File: src/rtl/axi4_burst_initiator_pkg.sv
// Shared definitions for the AXI4 burst initiator.
//   state_t        : FSM state encoding
//   BURST_INCR     : AXI INCR burst code
//   SIZE_8B        : AXI size code for 8-byte beats
//   CACHE_DEFAULT  : normal non-cacheable bufferable
//   RESP_OKAY      : AXI OKAY response
//   DDR_MASK       : default address window of the DDR port
package axi4_burst_initiator_pkg;

  typedef enum logic [2:0] {
    S_IDLE,
    S_AW,
    S_W,
    S_B,
    S_AR,
    S_R,
    S_DONE
  } state_t;

  localparam logic [1:0]  BURST_INCR    = 2'b01;
  localparam logic [2:0]  SIZE_8B       = 3'd3;
  localparam logic [3:0]  CACHE_DEFAULT = 4'b0011;
  localparam logic [1:0]  RESP_OKAY     = 2'b00;
  localparam logic [31:0] DDR_MASK      = 32'h07ff_ffff;

endpackage

File: src/rtl/axi4_burst_initiator.sv
// AXI4 master issuing one INCR burst of 64-bit beats per command.
// Ports:
//   clock, resetn            : clock and async active-low reset
//   cmd_*                    : command (write/read, byte address, beats-1)
//   wdata_*, wstrb           : write-data stream in
//   rdata_*                  : read-data stream out
//   done_valid, done_err     : one-cycle completion pulse with error flag
//   io_axi4_0_*              : AXI4 master port
//
// state  | meaning
// -------+-----------------------------------------------
// IDLE   | accepting a command
// AW     | write address presented, waiting for aw_ready
// W      | streaming write beats
// B      | waiting for the write response
// AR     | read address presented, waiting for ar_ready
// R      | streaming read beats
// DONE   | completion pulse, back to IDLE
module axi4_burst_initiator
  import axi4_burst_initiator_pkg::*;
#(
  parameter logic [3:0]  AXI_ID    = 4'h0,
  parameter logic [31:0] ADDR_MASK = DDR_MASK
) (
  input  logic        clock,
  input  logic        resetn,
  input  logic        cmd_valid,
  output logic        cmd_ready,
  input  logic        cmd_write,
  input  logic [31:0] cmd_addr,
  input  logic [7:0]  cmd_len,
  input  logic        wdata_valid,
  output logic        wdata_ready,
  input  logic [63:0] wdata,
  input  logic [7:0]  wstrb,
  output logic        rdata_valid,
  input  logic        rdata_ready,
  output logic [63:0] rdata,
  output logic        rdata_last,
  output logic        done_valid,
  output logic        done_err,
  output logic        io_axi4_0_aw_valid,
  input  logic        io_axi4_0_aw_ready,
  output logic [3:0]  io_axi4_0_aw_id,
  output logic [31:0] io_axi4_0_aw_addr,
  output logic [7:0]  io_axi4_0_aw_len,
  output logic [2:0]  io_axi4_0_aw_size,
  output logic [1:0]  io_axi4_0_aw_burst,
  output logic        io_axi4_0_aw_lock,
  output logic [3:0]  io_axi4_0_aw_cache,
  output logic [2:0]  io_axi4_0_aw_prot,
  output logic [3:0]  io_axi4_0_aw_qos,
  output logic        io_axi4_0_w_valid,
  input  logic        io_axi4_0_w_ready,
  output logic [63:0] io_axi4_0_w_data,
  output logic [7:0]  io_axi4_0_w_strb,
  output logic        io_axi4_0_w_last,
  input  logic        io_axi4_0_b_valid,
  output logic        io_axi4_0_b_ready,
  input  logic [3:0]  io_axi4_0_b_id,
  input  logic [1:0]  io_axi4_0_b_resp,
  output logic        io_axi4_0_ar_valid,
  input  logic        io_axi4_0_ar_ready,
  output logic [3:0]  io_axi4_0_ar_id,
  output logic [31:0] io_axi4_0_ar_addr,
  output logic [7:0]  io_axi4_0_ar_len,
  output logic [2:0]  io_axi4_0_ar_size,
  output logic [1:0]  io_axi4_0_ar_burst,
  output logic        io_axi4_0_ar_lock,
  output logic [3:0]  io_axi4_0_ar_cache,
  output logic [2:0]  io_axi4_0_ar_prot,
  output logic [3:0]  io_axi4_0_ar_qos,
  input  logic        io_axi4_0_r_valid,
  output logic        io_axi4_0_r_ready,
  input  logic [3:0]  io_axi4_0_r_id,
  input  logic [63:0] io_axi4_0_r_data,
  input  logic [1:0]  io_axi4_0_r_resp,
  input  logic        io_axi4_0_r_last
);

  state_t      state;
  logic [31:0] addr_q;
  logic [7:0]  len_q;
  logic [7:0]  beat_cnt;
  logic        err_q;
  logic        cmd_ready_q;

  logic [31:0] cmd_addr_m;
  logic [13:0] burst_end;
  logic        cmd_bad;
  logic        cmd_fire;
  logic        last_beat;
  logic        w_fire;
  logic        r_fire;
  logic        b_bad;
  logic        r_bad;

  assign cmd_addr_m = cmd_addr & ADDR_MASK;
  // Offset of the first byte past the burst within the 4 KB page.
  assign burst_end  = {2'b00, cmd_addr_m[11:0]} + {3'b000, cmd_len, 3'b000} + 14'd8;
  assign cmd_bad    = (cmd_addr_m[2:0] != 3'b000) || (burst_end > 14'd4096);
  assign cmd_fire   = cmd_valid && cmd_ready_q;
  assign last_beat  = (beat_cnt == len_q);
  assign w_fire     = (state == S_W) && wdata_valid && io_axi4_0_w_ready;
  assign r_fire     = (state == S_R) && io_axi4_0_r_valid && rdata_ready;
  assign b_bad      = (io_axi4_0_b_resp != RESP_OKAY) || (io_axi4_0_b_id != AXI_ID);
  // A beat is also bad when the slave's r_last disagrees with our own count.
  assign r_bad      = (io_axi4_0_r_resp != RESP_OKAY) || (io_axi4_0_r_id != AXI_ID) ||
                      (io_axi4_0_r_last != last_beat);

  always_ff @(posedge clock or negedge resetn) begin
    if (!resetn) begin
      state       <= S_IDLE;
      addr_q      <= '0;
      len_q       <= '0;
      beat_cnt    <= '0;
      err_q       <= 1'b0;
      cmd_ready_q <= 1'b0;
    end else begin
      cmd_ready_q <= 1'b0;
      case (state)
        S_IDLE: begin
          cmd_ready_q <= 1'b1;
          if (cmd_fire) begin
            addr_q      <= cmd_addr_m;
            len_q       <= cmd_len;
            beat_cnt    <= '0;
            cmd_ready_q <= 1'b0;
            if (cmd_bad) begin
              err_q <= 1'b1;
              state <= S_DONE;
            end else begin
              state <= cmd_write ? S_AW : S_AR;
            end
          end
        end
        S_AW: begin
          if (io_axi4_0_aw_ready) begin
            beat_cnt <= '0;
            state    <= S_W;
          end
        end
        S_W: begin
          if (w_fire) begin
            beat_cnt <= beat_cnt + 8'd1;
            if (last_beat) state <= S_B;
          end
        end
        S_B: begin
          if (io_axi4_0_b_valid) begin
            err_q <= err_q | b_bad;
            state <= S_DONE;
          end
        end
        S_AR: begin
          if (io_axi4_0_ar_ready) begin
            beat_cnt <= '0;
            state    <= S_R;
          end
        end
        S_R: begin
          if (r_fire) begin
            err_q    <= err_q | r_bad;
            beat_cnt <= beat_cnt + 8'd1;
            if (last_beat || io_axi4_0_r_last) state <= S_DONE;
          end
        end
        S_DONE: begin
          err_q       <= 1'b0;
          cmd_ready_q <= 1'b1;
          state       <= S_IDLE;
        end
        default: state <= S_IDLE;
      endcase
    end
  end

  assign cmd_ready   = cmd_ready_q;
  assign done_valid  = (state == S_DONE);
  assign done_err    = (state == S_DONE) && err_q;

  assign io_axi4_0_aw_valid = (state == S_AW);
  assign io_axi4_0_aw_id    = AXI_ID;
  assign io_axi4_0_aw_addr  = addr_q;
  assign io_axi4_0_aw_len   = len_q;
  assign io_axi4_0_aw_size  = SIZE_8B;
  assign io_axi4_0_aw_burst = BURST_INCR;
  assign io_axi4_0_aw_lock  = 1'b0;
  assign io_axi4_0_aw_cache = CACHE_DEFAULT;
  assign io_axi4_0_aw_prot  = 3'd0;
  assign io_axi4_0_aw_qos   = 4'd0;

  assign io_axi4_0_w_valid  = (state == S_W) && wdata_valid;
  assign wdata_ready        = (state == S_W) && io_axi4_0_w_ready;
  assign io_axi4_0_w_data   = wdata;
  assign io_axi4_0_w_strb   = wstrb;
  assign io_axi4_0_w_last   = (state == S_W) && last_beat;

  assign io_axi4_0_b_ready  = (state == S_B);

  assign io_axi4_0_ar_valid = (state == S_AR);
  assign io_axi4_0_ar_id    = AXI_ID;
  assign io_axi4_0_ar_addr  = addr_q;
  assign io_axi4_0_ar_len   = len_q;
  assign io_axi4_0_ar_size  = SIZE_8B;
  assign io_axi4_0_ar_burst = BURST_INCR;
  assign io_axi4_0_ar_lock  = 1'b0;
  assign io_axi4_0_ar_cache = CACHE_DEFAULT;
  assign io_axi4_0_ar_prot  = 3'd0;
  assign io_axi4_0_ar_qos   = 4'd0;

  assign rdata_valid        = (state == S_R) && io_axi4_0_r_valid;
  assign io_axi4_0_r_ready  = (state == S_R) && rdata_ready;
  assign rdata              = io_axi4_0_r_data;
  assign rdata_last         = (state == S_R) && io_axi4_0_r_last;

endmodule

File: config.mk
export PLATFORM = sky130hd
export DESIGN_NAME = axi4_burst_initiator
export DESIGN_NICKNAME = d
export VERILOG_FILES = /design/src/rtl/axi4_burst_initiator_pkg.sv /design/src/rtl/axi4_burst_initiator.sv
export SDC_FILE = /design/constraint.sdc
export NUM_CORES = 1
export LEC_CHECK = 0
export CAP_MARGIN = 20
export CORE_AREA = 2 2 182 184
export CTS_BUF_LIST = sky130_fd_sc_hd__clkbuf_4 sky130_fd_sc_hd__clkbuf_8 sky130_fd_sc_hd__clkbuf_16
export DETAILED_ROUTE_END_ITERATION = 7
export DIE_AREA = 0 0 184 186
export PLACE_DENSITY = 0.45
export REMOVE_ABC_BUFFERS = 1
export SETUP_SLACK_MARGIN = 0.4
export SYNTH_ARGS = -nofsm -noshare
export SYNTH_HDL_FRONTEND = slang
export SYNTH_SLANG_ARGS = --single-unit
File: constraint.sdc
create_clock -name clock -period 7.3 [get_ports clock]
set_clock_uncertainty 0.1 [all_clocks]
set_input_delay 1.46 -clock clock [delete_from_list [all_inputs] [get_ports clock]]
set_output_delay 1.46 -clock clock [all_outputs]
set_load 0.05 [all_outputs]
; ---- After elaboration in Yosys (flattened, before gate mapping)
; Index checks and enable logic that the tools add are counted.
[totals]
ff_bits = 48
latch_bits = 0
ramBits = 0
rom_bits = 0
inputBits = 200
word_cells = 80
mem_count = 0
[op_classes]
add_sub_neg = 3
n_mul = 0
div = 0
n_lt_le_gt_ge = 1
n_eq_ne = 17
n_shift = 0
n_mux = 24
n_bitwise = 2
reduce_logical = 27
[op_table]
columns = operator, n
row1 = two-way mux 8 bit, 5
row2 = case mux 8 bit (5 select lines), 1
row3 = two-way mux 3 bit, 10
row4 = case mux 3 bit (6 select lines), 1
row5 = adder 13 x 4 -> 14 bit (second input constant), 1
row6 = greater-than comparator 14 x 13 -> 1 bit (second input constant), 1
row7 = adder 12 x 11 -> 13 bit, 1
row8 = != test 2 bit (second input constant), 6
row9 = nonzero test 4 bit, 3
row10 = logical AND 1 bit, 10
row11 = equality test 3 bit (second input constant), 3
row12 = adder 8 x 1 -> 8 bit (second input constant), 1
row13 = equality test 8 bit, 1
row14 = AND reduction 8 bit, 1
row15 = equality test 3 x 2 -> 1 bit (second input constant), 2
row16 = != test 2 x 1 -> 1 bit (second input constant), 3
row17 = AND reduction 6 bit, 1
row18 = logical OR 1 bit, 5
row19 = two-way mux 1 bit, 5
row20 = AND reduction 5 bit, 1
row21 = nonzero test 5 bit, 1
row22 = case mux 1 bit (4 select lines), 1
row23 = nonzero test 2 bit, 2
row24 = equality test 3 x 1 -> 1 bit (second input constant), 1
row25 = 6 further kinds, 7

; ---- Depth between registers and ports, before layout
; Gate-level depths: netlist of run 1.
[logic_depth]
ltp_word = 7
mapped_depth = 12
ltp_nobuf = 12

; ---- Worst setup path before layout of run 1
; No wires, ideal clock.
[synth_path]
path_kind = input -> register
from = input cmd_addr[4]
to = register state[0]
setup_ps = 87
arrival_ps = 3686
required_ps = 7113
slack_ps = 3427
stages = 10
n_path_buf = 0
path_cell_list = ha_1 > ha_1 > fa_1 > a21o_1 > a221oi_4 > xnor2_1 > nor3_2 > a31oi_1 > or3b_1 > o211ai_1
[synth_via]
elab_chain_cells = 7
[synth_rtl]
columns = item, line_no
row1 = start: declaration, axi4_burst_initiator.sv:30  ; input logic [31:0] cmd_addr,
row2 = adder 12 x 11 -> 13 bit, axi4_burst_initiator.sv:100  ; assign burst_end = {2'b00, cmd_addr_m[11:0]} + {3'b000, cmd_len, 3'b000} + 14'd8;
row3 = adder 13 x 4 -> 14 bit, axi4_burst_initiator.sv:100
row4 = greater-than comparator 14 x 13 -> 1 bit, axi4_burst_initiator.sv:101  ; assign cmd_bad = (cmd_addr_m[2:0] != 3'b000) || (burst_end > 14'd4096);
row5 = logical OR 1 bit, axi4_burst_initiator.sv:101
row6 = two-way mux 3 bit, axi4_burst_initiator.sv:129  ; if (cmd_bad) begin
row7 = two-way mux 3 bit, axi4_burst_initiator.sv:124  ; if (cmd_fire) begin
row8 = case mux 3 bit (6 select lines), axi4_burst_initiator.sv:121  ; case (state)
row9 = end signal: assignment, axi4_burst_initiator.sv:133  ; state <= cmd_write ? S_AW : S_AR;
row10 = end: declaration, axi4_burst_initiator.sv:81  ; state_t state;
; No other way between the ends. The select of a mux whose other input is x is not followed.
; A chain may end at the register's enable or synchronous reset.

; ---- Final worst setup path of run 1
[layout_path]
from = input io_axi4_0_w_ready
to = output wdata_ready
[layout_via]
elab_chain_cells = 1
[layout_rtl]
columns = item, line_no
row1 = start: declaration, axi4_burst_initiator.sv:54  ; input logic io_axi4_0_w_ready,
row2 = logical AND 1 bit, axi4_burst_initiator.sv:194  ; assign wdata_ready = (state == S_W) && io_axi4_0_w_ready;
row3 = end: declaration, axi4_burst_initiator.sv:33  ; output logic wdata_ready,
; No other way between the ends.

==> results of run 1 <==
==> metal layers <==
layer / track usage / wire, um
met2: 0.388 / 18900
met5: 0.0311 / 107
met4: 0.0390 / 868
met1: 0.122 / 7470
met3: 0.293 / 10900
==> through the flow <==
step	power, mW	worst slack (ns)	utilization	hold slack [ns]	instance area, sq um
final	2.60	2.74	0.156	0.436	5010
after global routing	2.73	2.69	0.156	0.455	5010
after CTS	2.63	2.75	0.156	0.421	5010
after detailed placement	2.32	2.60	0.150	0.410	4840
after global placement	2.31	2.58	0.150	0.391	4840
after floorplan	1.69	3.43	-	0.370	2910
==> flip-flops by register name, indices dropped and copies added, names as in the netlist <==
register / cells
io_axi4_0_ar_addr: 27
beat_cnt: 8
io_axi4_0_ar_len: 8
state: 3
cmd_ready: 1
err_q: 1
==> worst max-delay path: cells and delay by family <==
kind / cells / cell delay (ns)
buf+inv: 2 / 1.36
simple gates: 1 / 0.17
==> Yosys cell counts, types with 2 or more instances <==
cell type  instances  area share
buf_4            224        0.38
dfrtp_1           48        0.27
mux2_2            36       0.091
ha_1              18       0.051
o21ai_0           16       0.018
nand2_1           14       0.012
nor2_1            13       0.011
a21oi_1           10       0.011
xor2_1             9       0.018
and3_1             8       0.011
inv_1              8      0.0067
buf_2              6      0.0067
a31oi_1            5      0.0070
and2_1             5      0.0070
nand2b_1           5      0.0070
nor3_1             5      0.0056
a21o_1             3      0.0051
nor4_1             3      0.0042
xnor2_1            3      0.0059
clkbuf_1           2      0.0017
conb_1             2      0.0017
nand3_1            2      0.0022
nand3b_1           2      0.0034
nand4_1            2      0.0028
nor3_2             2      0.0045
o21ai_1            2      0.0022
o21bai_1           2      0.0034
or4_1              2      0.0034
==> placed cells by master (no fill, tap or decap), drive strengths merged, types with 3 or more instances in the layout <==
master | synthesis | routed
xor2 | 9 | 9
a21oi | 10 | 10
clkdlybuf4s50 | 0 | 139
dfrtp | 48 | 48
xnor2 | 3 | 3
buf | 231 | 3
and3 | 9 | 9
mux2 | 36 | 36
inv | 8 | 9
and2 | 5 | 5
nor3 | 7 | 7
clkbuf | 2 | 5
conb | 2 | 52
a21o | 3 | 3
ha | 18 | 18
o21ai | 18 | 18
nand2b | 5 | 5
nor4 | 3 | 3
a31oi | 5 | 5
nand2 | 14 | 14
nor2 | 14 | 14
==> logic make-up after synthesis <==
family,Yosys count,synth area share
AO/OA/AOI/OAI,49,0.0730
XOR/XNOR,12,0.0236
adder cells (fa/ha/maj),19,0.0550
buffers and inverters,241,0.395
flip-flops,48,0.270
multiplexers,37,0.0932
other,2,0.00169
AND/OR/NAND/NOR,71,0.0887
==> final cells by class <==
type	instances	share of cell area
Multi-Input combinational cell	240	0.337
Timing Repair Buffer	142	0.282
Sequential cell	48	0.240
Clock buffer	5	0.0250
Tap cell	408	0.102
Clock inverter	3	0.00924
Inverter	8	0.00599
==> final timing paths <==
kind / from / endpoint / slack, ns / cells after the start
max: io_axi4_0_w_ready / wdata_ready / 2.74 / 3
max reg2reg: io_axi4_0_ar_len[1]$_DFFE_PN0P_ / err_q$_DFFE_PN0P_ / 3.98 / 10
min in group asynchronous: resetn / io_axi4_0_ar_addr[14]$_DFFE_PN0P_ / 1.16 / 2
min: beat_cnt[6]$_DFFE_PN0P_ / beat_cnt[6]$_DFFE_PN0P_ / 0.44 / 1
max in group asynchronous: resetn / io_axi4_0_ar_addr[8]$_DFFE_PN0P_ / 5.44 / 2
min reg2reg: beat_cnt[6]$_DFFE_PN0P_ / beat_cnt[6]$_DFFE_PN0P_ / 0.44 / 1
==> report_power, final <==
| group | switching [mW] | internal, mW | leakage [nW] |
|---|---|---|---|
| combinational | 1.16 | 0.608 | 1.37 |
| sequential | 0.150 | 0.386 | 0.578 |
| clock | 0.128 | 0.164 | 0.0804 |
| total | 1.44 | 1.16 | 2.03 |
==> flow_metrics.env, run 1 <==
export IMPL_status="completed"
export IMPL_start_util=0.138
export IMPL_row_count=66
export IMPL_nNetsFinal=664
export IMPL_dp_final_hpwl_mm=35.3
export IMPL_cp_slowest_cell="clkdlybuf4s50_1"
export IMPL_setup_violations=0
export IMPL_final_period_utilization=0.624
export IMPL_drc=0
export IMPL_ys_flop_type="dfrtp_1"
export IMPL_num_vias=3136
export IMPL_synth_edf_count=0
export IMPL_cts_buffers_inserted=5
export IMPL_netlist_area_sq_mm=0.00446
export IMPL_hold_viol_final=0
export IMPL_antenna_found_initial=0
export IMPL_vdd_drop_max_mv=0.292
export IMPL_io_pins=470
export IMPL_grt_usage=0.219
export IMPL_grt_pass1_wl_mm=44.1
export IMPL_synth_area_per_cell_sq_um=9.30
export IMPL_start_kind="input port"
export IMPL_p_leak_nw=2.03
export IMPL_port_buffers=140
export IMPL_crit_required_ns=5.74
export IMPL_drt_iter0_drc=162
export IMPL_synth_cells=479
export IMPL_postCtsHoldBufs=0
export IMPL_core_region_area_sq_mm=0.0322
export IMPL_first_pass_iters=6
export IMPL_ys_seq_area_frac=0.270
export IMPL_viasPerCell=3.67
export IMPL_grt_max_degree=49
export IMPL_drt_wl_total_mm=38.2
export IMPL_criticalPathCategory="in -> out"
export IMPL_cp_max_fo=2
export IMPL_cts_max_path_buffers=2
export IMPL_tightest_slew_ns=0.799
export IMPL_drive_gt1_frac=0.123
export IMPL_cap_violations=0
export IMPL_setup_tns_ns=0
export IMPL_path_clk_slew_ns=0.08
export IMPL_fmax_mhz=220
export IMPL_yosys_register_bits=48
export IMPL_antennaDiodeCount=0
export IMPL_fillers=3626
export IMPL_arrival_ns=3.00
export IMPL_clock_root_buffer="clkbuf_16"
export IMPL_chipHeight_um=186
export IMPL_multi_input_comb_area_sq_mm=0.00169
export IMPL_die_area_sq_mm=0.0342
export IMPL_htree_levels=2
export IMPL_relSlewSlack=0.467
export IMPL_dp_cells=846
export IMPL_cp_cell_sequence="clkdlybuf4s50_1, and3_1, clkdlybuf4s50_1"
export IMPL_power_density_mw_per_mm2=518
export IMPL_synthArstFlopShare=1.00
export IMPL_cts_sinks=48
export IMPL_end_kind="output port"
export IMPL_cts_tree="built"
export IMPL_slew_violations=0
export IMPL_wl_per_cell_um=44.8
export IMPL_grt_pass1_vias=2891
export IMPL_synthDistinctLibCells=50
export IMPL_ys_warn_count=0
export IMPL_die_w_um=184
export IMPL_cts_resized=0
export IMPL_regArea_sq_mm=0.00120
export IMPL_final_cells=854
export IMPL_ant_nets=0
export IMPL_finalCriticalPeriod_ns=4.56
export IMPL_rsz0062_at_grt="false"
export IMPL_grt_overflow=0
export IMPL_cpPeakStageDelay_ns=0.87
export IMPL_clk_latency_ns=0.31
export IMPL_hp_class="reg -> reg"
export IMPL_post_cts_buffers=0
export IMPL_syn_to_final_growth_pct=12.5
export IMPL_cpMostUsedCell="clkdlybuf4s50_1"
export IMPL_gp_congestion=0.943
(Power assumes the default switching activity.)
==> run 2, diff against run 1 <==
- CORE_AREA: 2 2 182 184 -> 2 2 180 182
- DIE_AREA: 0 0 184 186 -> 0 0 182 184
- PLACE_DENSITY: 0.45 -> 0.46
- clock period: 7.3 -> 4.5 ns (I/O delays scaled with it)
==> flow_metrics.env, run 2 (synthesis gave the netlist of run 1 again) <==
export IMPL_stdcell_area_sq_mm=0.00504
export IMPL_die_w_um=182
export IMPL_cap_violations=0
export IMPL_htree_levels=2
export IMPL_drc=0
export IMPL_first_pass_iters=4
export IMPL_slew_violations=0
export IMPL_fillers=3515
export IMPL_nNetsFinal=664
export IMPL_cp_cell_sequence="clkdlybuf4s50_1, ha_1, ha_1, fa_1, a21o_1, a221oi_4, xnor2_1, nor3_2, a31oi_1, and2b_2, o221ai_1"
export IMPL_crit_required_ns=4.62
export IMPL_rsz0062_at_grt="false"
export IMPL_grt_max_degree=26
export IMPL_reg2reg_slack_ns=1.18
export IMPL_vdd_drop_max_mv=0.478
export IMPL_cp_slowest_cell="clkdlybuf4s50_1"
export IMPL_drt_wl_total_mm=37.6
export IMPL_clock_root_buffer="clkbuf_16"
export IMPL_post_cts_buffers=0
export IMPL_dp_final_hpwl_mm=35.0
export IMPL_syn_to_final_growth_pct=13.1
export IMPL_die_area_sq_mm=0.0335
export IMPL_layout_common_cells="clkdlybuf4s50_1 (139), conb_1 (52), dfrtp_1 (48)"
export IMPL_setup_violations=0
export IMPL_gp_congestion=0.959
export IMPL_cp_max_fo=4
export IMPL_postCtsHoldBufs=0
export IMPL_multi_input_comb_area_sq_mm=0.00169
export IMPL_ant_nets=0
export IMPL_start_util=0.142
export IMPL_largest_register_ffs=27
export IMPL_relSlewSlack=0.432
export IMPL_status="completed"
export IMPL_cts_sinks=48
export IMPL_final_period_utilization=0.858
export IMPL_port_buffers=140
export IMPL_grt_overflow=0
export IMPL_setup_tns_ns=0
export IMPL_finalCriticalPeriod_ns=3.86
export IMPL_core_region_area_sq_mm=0.0314
export IMPL_grt_pass1_vias=2921
export IMPL_power_density_mw_per_mm2=851
export IMPL_path_buf_inv=1
export IMPL_hp_class="reg -> reg"
export IMPL_grt_pass1_wl_mm=44.1
export IMPL_final_common_cell="clkdlybuf4s50_1"
export IMPL_wl_per_cell_um=44.3
export IMPL_regArea_sq_mm=0.00120
export IMPL_cpPeakStageDelay_ns=0.44
export IMPL_antenna_found_initial=0
export IMPL_row_count=65
export IMPL_end_kind="register"
export IMPL_io_pins=470
export IMPL_chipHeight_um=184
export IMPL_cts_buffers_inserted=5
export IMPL_num_vias=3114
export IMPL_cts_resized=0
export IMPL_grt_usage=0.220
export IMPL_p_leak_nw=2.05
export IMPL_cpMostUsedCell="ha_1"
export IMPL_antennaDiodeCount=0
export IMPL_arrival_ns=3.98
export IMPL_cts_max_path_buffers=2
export IMPL_drive_gt1_frac=0.123
export IMPL_path_clk_slew_ns=0.08
export IMPL_hold_viol_final=0
export IMPL_place_area_sq_mm=0.00485
export IMPL_start_kind="input port"
export IMPL_clk_latency_ns=0.31
export IMPL_crit_family="compound AO/OA/AOI/OAI gates"
export IMPL_tightest_slew_ns=0.849
export IMPL_drt_iter0_drc=183
export IMPL_criticalPathCategory="in -> reg"
export IMPL_cts_tree="built"
export IMPL_viasPerCell=3.67
export IMPL_fmax_mhz=259
==> run 2: changes by cell type in the layout (fill, tap and decap cells not counted), sizes merged <==
cell	change
bufinv	+1
clkinvlp	-1
==> run 2: worst reg2reg max path, cell delays in order (launching register included) <==
cell and delay, ns:
dfrtp_1 0.47, xor2_1 0.17, nor4_1 0.49, nand2_1 0.23
ha_1 0.34, or4_1 0.40, nor4_1 0.22, o21ai_0 0.18
a31oi_1 0.20, o2bb2ai_1 0.10, a221o_2 0.31
==> run 2: final timing paths <==
kind	cells past startpoint	startpoint	to
setup / recovery	11	cmd_addr[4]	state[2]$_DFFE_PN0P_
hold / removal	1	beat_cnt[7]$_DFFE_PN0P_	beat_cnt[7]$_DFFE_PN0P_
setup reg to reg	10	io_axi4_0_ar_len[1]$_DFFE_PN0P_	err_q$_DFFE_PN0P_
hold reg to reg	1	beat_cnt[7]$_DFFE_PN0P_	beat_cnt[7]$_DFFE_PN0P_
max in group asynchronous	2	resetn	state[2]$_DFFE_PN0P_
min in group asynchronous	1	resetn	io_axi4_0_ar_addr[16]$_DFFE_PN0P_
==> run 2: stage by stage <==
| stage | hold slack, ns | total power, mW | utilization | std cells | setup WS [ns] |
|---|---|---|---|---|---|
| 2_1_floorplan | 0.370 | 2.75 | - | 296 | 1.19 |
| 3_3_place_gp | 0.393 | 3.77 | 0.154 | 840 | 0.392 |
| 3_5_place_dp | 0.400 | 3.78 | 0.154 | 840 | 0.358 |
| 4_1_cts | 0.409 | 4.33 | 0.161 | 848 | 0.658 |
| 5_1_grt | 0.463 | 4.49 | 0.161 | 848 | 0.468 |
| 6_report | 0.404 | 4.29 | 0.161 | 848 | 0.640 |
==> run 2: area by class of cell <==
type,count,share of cell area
tap,402,0.0998
multi-input combinational,240,0.335
clock inverter,3,0.0137
timing repair buffer,142,0.283
clock buffer,5,0.0248
inverter,8,0.00596
sequential,48,0.238
==> run 2: per-layer routing <==
metal	vias to the layer above	track usage	wire length (um)
li1	1259	-	-
met1	1341	0.0994	5960
met2	486	0.404	19200
met3	24	0.318	11600
met4	4	0.0348	672
met5	-	0.0326	163
==> run 2: where the power goes <==
group | switching, mW | total, mW | internal, mW
clock network | 0.204 | 0.525 | 0.322
registers | 0.246 | 0.873 | 0.627
logic | 1.89 | 2.89 | 1.00
